File: src/rtl/imem_dmem_arbiter.sv
// imem_dmem_arbiter: shares one single-port synchronous memory between the
// instruction-fetch port (read-only) and the data port (read/write).
// Grants are combinational. Read data returns one cycle after the grant.
// The data port has priority. A starvation counter forces a fetch grant
// after MAX_WAIT consecutive denied fetch cycles.
module imem_dmem_arbiter #(
    parameter int ADDR_WIDTH = 32,
    parameter int DATA_WIDTH = 32,
    parameter int MAX_WAIT   = 4
) (
    input  logic                    clk,
    input  logic                    rst_n,

    input  logic                    if_req_i,
    input  logic [ADDR_WIDTH-1:0]   if_addr_i,
    input  logic                    if_flush_i,
    output logic                    if_gnt_o,
    output logic                    if_rvalid_o,
    output logic [DATA_WIDTH-1:0]   if_rdata_o,

    input  logic                    d_req_i,
    input  logic                    d_we_i,
    input  logic [DATA_WIDTH/8-1:0] d_be_i,
    input  logic [ADDR_WIDTH-1:0]   d_addr_i,
    input  logic [DATA_WIDTH-1:0]   d_wdata_i,
    output logic                    d_gnt_o,
    output logic                    d_rvalid_o,
    output logic [DATA_WIDTH-1:0]   d_rdata_o,

    output logic                    mem_ren_o,
    output logic                    mem_wen_o,
    output logic [DATA_WIDTH/8-1:0] mem_be_o,
    output logic [ADDR_WIDTH-1:0]   mem_addr_o,
    output logic [DATA_WIDTH-1:0]   mem_wdata_o,
    input  logic [DATA_WIDTH-1:0]   mem_rdata_i
);

    localparam int         BE_W       = DATA_WIDTH / 8;
    localparam logic [3:0] WAIT_LIMIT = 4'(MAX_WAIT);

    // Owner of the read response that the memory returns this cycle
    typedef enum logic [1:0] {
        RESP_NONE = 2'd0,
        RESP_IF   = 2'd1,
        RESP_D    = 2'd2
    } resp_owner_t;

    resp_owner_t resp_owner;
    resp_owner_t resp_owner_nxt;
    logic [3:0]  starve_cnt;
    logic [3:0]  starve_cnt_nxt;

    logic        if_starved;
    logic        if_win;
    logic        d_win;
    logic        resp_if;
    logic        resp_d;

    // Arbitration: the data port wins a tie unless the fetch port has waited too long.
    // Every grant is held low while reset is asserted.
    always_comb begin
        if_starved = (starve_cnt == WAIT_LIMIT);
        if_win     = rst_n && if_req_i && (!d_req_i || if_starved);
        d_win      = rst_n && d_req_i && !if_win;
    end

    // Starvation count: counts consecutive denied fetch cycles and saturates at the limit
    always_comb begin
        starve_cnt_nxt = '0;
        if (if_req_i && !if_win) begin
            if (starve_cnt >= WAIT_LIMIT) begin
                starve_cnt_nxt = WAIT_LIMIT;
            end else begin
                starve_cnt_nxt = starve_cnt + 4'd1;
            end
        end
    end

    // Response owner for next cycle: only read grants produce a response
    always_comb begin
        resp_owner_nxt = RESP_NONE;
        if (if_win) begin
            resp_owner_nxt = RESP_IF;
        end else if (d_win && !d_we_i) begin
            resp_owner_nxt = RESP_D;
        end
    end

    // State registers. An asynchronous reset drops any pending response.
    always_ff @(posedge clk or negedge rst_n) begin
        if (!rst_n) begin
            resp_owner <= RESP_NONE;
            starve_cnt <= '0;
        end else begin
            resp_owner <= resp_owner_nxt;
            starve_cnt <= starve_cnt_nxt;
        end
    end

    // Decode the response owner. The unused encoding is treated as no owner.
    always_comb begin
        resp_if = 1'b0;
        resp_d  = 1'b0;
        case (resp_owner)
            RESP_IF: resp_if = 1'b1;
            RESP_D:  resp_d  = 1'b1;
            default: begin
                resp_if = 1'b0;
                resp_d  = 1'b0;
            end
        endcase
    end

    // Response outputs. A flush in the response cycle hides the fetch data.
    always_comb begin
        if_gnt_o    = if_win;
        d_gnt_o     = d_win;
        if_rvalid_o = rst_n && resp_if && !if_flush_i;
        d_rvalid_o  = rst_n && resp_d;
        if_rdata_o  = mem_rdata_i;
        d_rdata_o   = mem_rdata_i;
    end

    // Memory command for the winner of this cycle
    always_comb begin
        mem_ren_o   = if_win || (d_win && !d_we_i);
        mem_wen_o   = d_win && d_we_i;
        mem_addr_o  = if_win ? if_addr_i : d_addr_i;
        mem_be_o    = (d_win && d_we_i) ? d_be_i : {BE_W{1'b0}};
        mem_wdata_o = d_wdata_i;
    end

endmodule

File: config.mk
export PLATFORM = sky130hd
export DESIGN_NAME = imem_dmem_arbiter
export DESIGN_NICKNAME = d
export VERILOG_FILES = /design/src/rtl/imem_dmem_arbiter.sv
export SDC_FILE = /design/constraint.sdc
export NUM_CORES = 1
export LEC_CHECK = 0
export ABC_AREA = 0
export BUFFER_PORTS_ARGS = -buffer_cell sky130_fd_sc_hd__buf_2
export CORE_AREA = 2 2 106 108
export CTS_CLUSTER_SIZE = 20
export DETAILED_ROUTE_END_ITERATION = 12
export DIE_AREA = 0 0 108 110
export RECOVER_POWER = 25
export SLEW_MARGIN = 10
export SYNTH_ARGS = -nofsm -noshare
export SYNTH_HDL_FRONTEND = slang
export SYNTH_SLANG_ARGS = --single-unit
File: constraint.sdc
create_clock -name clk -period 3.45 [get_ports clk]
set_clock_uncertainty 0.05 [all_clocks]
set_input_delay 0.69 -clock clk [delete_from_list [all_inputs] [get_ports clk]]
set_output_delay 0.69 -clock clk [all_outputs]
set_load 0.005 [all_outputs]
# --- Yosys cells after proc, flatten, opt, wreduce, memory -nomap -nowiden ---
# Cells that the tools add are included.
totals:
  register_bits: 6
  input_bits: 138
  out_inout_bits: 138
  elab_cells: 31
classes:
  add_sub_neg: 1
  n_lt_le_gt_ge: 1
  eq_ne: 3
  muxes: 8
  n_reduce_logical: 16
ops:
  columns: ["op", "count"]
  rows:
  - ["32-bit two-way mux", 1]
  - ["4-bit two-way mux", 3]
  - ["1-bit logical AND", 10]
  - ["4-bit by 1-bit adder with 4-bit output, second input constant", 1]
  - ["4-bit by 3-bit equality test with 1-bit output, second input constant", 1]
  - ["4-bit by 3-bit >= comparator with 1-bit output, second input constant", 1]
  - ["1-bit logical NOT", 4]
  - ["2-bit two-way mux", 2]
  - ["2-bit by 1-bit equality test with 1-bit output, second input constant", 1]
  - ["2-bit equality test, second input constant", 1]
  - ["1-bit logical OR", 2]
  - ["1-bit two-way mux", 2]

# --- Depth between registers and ports, before layout ---
logic_depth:
  word_depth: 8
  ltp_mapped: 6
  depth_no_buf: 5

# --- Worst setup path before layout ---
# OpenSTA, ideal clock, no wires.
synth_path:
  path_kind: "input-to-output"
  start: "input port if_req_i"
  end: "output port mem_addr_o[23]"
  arrival_ns: 1.494
  required_time_ns: 2.710
  slack_ns: 1.216
  path_stages: 4
  n_path_buf: 1
  cell_sequence: "nand2_1 > a21oi_4 > buf_6 > mux2_2"
synth_between:
  elab_chain_len: 3
synth_lines:
  columns: ["item", "line", "source"]
  rows:
  - ["start, declared", "14", "input logic if_req_i,"]
  - ["1-bit logical AND (2 in series)", "63", "if_win = rst_n && if_req_i && (!d_req_i || if_starved);"]
  - ["via if_gnt_o", "17", "output logic if_gnt_o,"]
  - ["32-bit two-way mux", "128", "mem_addr_o = if_win ? if_addr_i : d_addr_i;"]
  - ["end, declared", "33", "output logic [ADDR_WIDTH-1:0] mem_addr_o,"]
# The timed path passes the listed nets, and every way through them passes these cells.

# --- Worst setup path after layout ---
layout_path:
  start: "input port rst_n"
  end: "output port mem_addr_o[20]"
layout_between:
  elab_chain_len: 3
layout_lines:
  columns: ["item", "line", "source"]
  rows:
  - ["start, declared", "12", "input logic rst_n,"]
  - ["1-bit logical AND (2 in series)", "63", null]
  - ["32-bit two-way mux", "128", null]
# No other way between the ends.

==> reports/qor.yml <==
status: "finished clean"
ir_drop_v: 0.0000758
final_cell_mix: "114 x buf_2, 28 x mux2_2, 6 x dfrtp_1"
worst-r2r-setup-slack_ns: 1.95
p_leak_nw: 0.794
fmax_mhz: 342
first_pass_iters: 3
maxCapViolCount: 0
dp_hpwl_mm: 2.92
num_vias: 1052
cp.required_ns: 2.71
min_period_over_period_pct: 84.9
hold_buffers: 0
min_path_type: "in2async"
cts_sinks: 6
rsz0062_at_grt: "no"
setup-violations-final: 0
numPortBuffers: 115
drive_gt1_share_pct: 79.7
htreeDepth: 1
grt_max_degree: 21
post-place-ws_ns: 0.751
nFillCells: 1237
clkTransAtPathRegs_ns: 0.04
cts_root_buffer: "clkbuf_8"
tns_ns: 0
worst_slack_ns: 0.523
finalHoldViolations: 0
areaGrowthSynthToFinish_pct: 3.53
antenna_found_initial: 1
core-area_um2: 10700
drt_iter0_drc: 38
gp_congestion: 0.644
grt_pass1_vias: 1002
crit_fanout: 20
die_h_um: 110
rows: 38
ys_ff_latch: 6
synth_top_area_share_pct: 49.6
synth_compound_area_share_pct: 3.27
viasPerCell: 3.22
num-nets-final: 329
initial_core_util_pct: 13.6
maxSlewHeadroom_pct: 63.1
critPathCaptureType: "output pin"
wire_per_inst_um: 10.2
cts.repair.resized: 0
crit_type: "in2out"
drt_wl_total_mm: 3.34
netlist_instances: 166
clk-insertion-delay-late_ns: 0.22
synth.distinct_cells: 22
yosys_warnings: 0
overflow: 0
drc: 0
synth_xor_area_share_pct: 0
synth_area_um2: 1450
cts_tree: "done"
layout_min_cycle_time_ns: 2.93
clockBufferDepth: 2
yosys.area.top_type: "buf_4"
cts_made_buffers: 3
synth_top_family_by_area: "buffers and inverters"
tightestPinTransition_ns: 0.547
post-cts-setup-buffers: 0
avgSynthCellArea_um2: 8.75
yosys.area_share.simple_pct: 6.37
grt_usage_pct: 4.93
drtAntennaViolNets: 0
n_antenna_cell: 0
fp.dieW_um: 108
io_pins: 276
power_density_nw_per_um2: 208
final_common_cell: "buf_2"
die-area_um2: 11900
synth.top_cells.by_area: "buf_4 50%, mux2_2 22%, dfrtp_1 10%"
synthAdderAreaFrac_pct: 1.72
yosysSeqAreaShare_pct: 10.3
critPathArrivalTime_ns: 2.19
syn-num-nets: 306
final_max_slew_viol_count: 0
muxShareOfSynthArea_pct: 24.8
startpoint_type: "input pin"
grt_pass1_wl_mm: 4.48
[routing by layer]
metal / wire length (µm) / track usage, % / vias to the layer above / part of all wire (%)
met3: 526 / 3.06 / 16 / 16
met1: 982 / 4.63 / 460 / 29
met4: 100 / 3.85 / 0 / 3.0
met5: 0 / 0 / - / 0
li1: - / - / 488 / -
met2: 1730 / 7.77 / 88 / 52
[power breakdown]
| part | leakage, nW | switching, mW | internal (mW) |
|---|---|---|---|
| logic | 0.694 | 0.0492 | 0.0800 |
| clock network | 0.0216 | 0.0308 | 0.0750 |
| registers | 0.0789 | 0.00314 | 0.0740 |
| total | 0.794 | 0.0832 | 0.229 |
[final timing paths]
path,start,end,cells after the start
hold reg to reg,starve_cnt[0]$_DFF_PN0_,starve_cnt[0]$_DFF_PN0_,1
hold / removal,rst_n,starve_cnt[1]$_DFF_PN0_,1
setup / recovery,rst_n,mem_addr_o[20],6
max in group asynchronous,rst_n,resp_owner[1]$_DFF_PN0_,1
min in group clk,starve_cnt[0]$_DFF_PN0_,starve_cnt[0]$_DFF_PN0_,1
setup reg to reg,starve_cnt[0]$_DFF_PN0_,resp_owner[1]$_DFF_PN0_,4
[registers in the layout, indices dropped and copies added (netlist names)]
name	cells
starve_cnt	4
resp_owner	2
[cell type report]
class / count / area, µm² / area share, %
Sequential cell: 6 / 150 / 9.98
Clock buffer: 3 / 41.3 / 2.75
Timing Repair Buffer: 117 / 589 / 39.2
Multi-Input combinational cell: 56 / 529 / 35.2
Tap cell: 140 / 175 / 11.6
Inverter: 5 / 18.8 / 1.25
[Yosys cell counts]
master / count
a41oi_1: 1
a21oi_4: 1
nor3b_1: 1
mux2_2: 28
nor4_1: 1
ha_1: 2
buf_6: 3
nor3_1: 1
conb_1: 1
mux2_1: 4
nand3_1: 1
inv_1: 5
a21o_1: 1
o21ai_0: 2
nor4b_1: 1
and2_1: 2
a21oi_1: 1
nand3b_2: 1
dfrtp_1: 6
nand2_1: 3
buf_4: 96
and3_1: 4
[logic make-up (layout without fill, tap and decap cells)]
logic type / after synthesis / after routing
adders and majority gates: 2 / 2
and+or+nand+nor: 15 / 15
DFF: 6 / 6
muxes: 32 / 32
other: 1 / 1
AOI/OAI and AO/OA: 6 / 6
buffers and inverters: 104 / 125
[critical path, stage by stage]
cell and delay [ns]:
clkbuf_1 0.41, nand2_1 0.17, a21oi_4 0.15, buf_4 0.27
mux2_2 0.36, buf_2 0.12
[through the flow]
stage / cells / power (mW) / instance area (µm²) / hold WS, ns / util, %
floorplan: 166 / 0.223 / 1450 / 0.344 / -
global placement: 324 / 0.207 / 1460 / 0.406 / 13.7
detailed placement: 324 / 0.210 / 1460 / 0.420 / 13.7
CTS: 327 / 0.316 / 1510 / 0.274 / 14.1
global route: 327 / 0.336 / 1500 / 0.403 / 14.1
finish: 327 / 0.312 / 1500 / 0.375 / 14.1
Note: power is estimated with default switching activity, not from simulation.
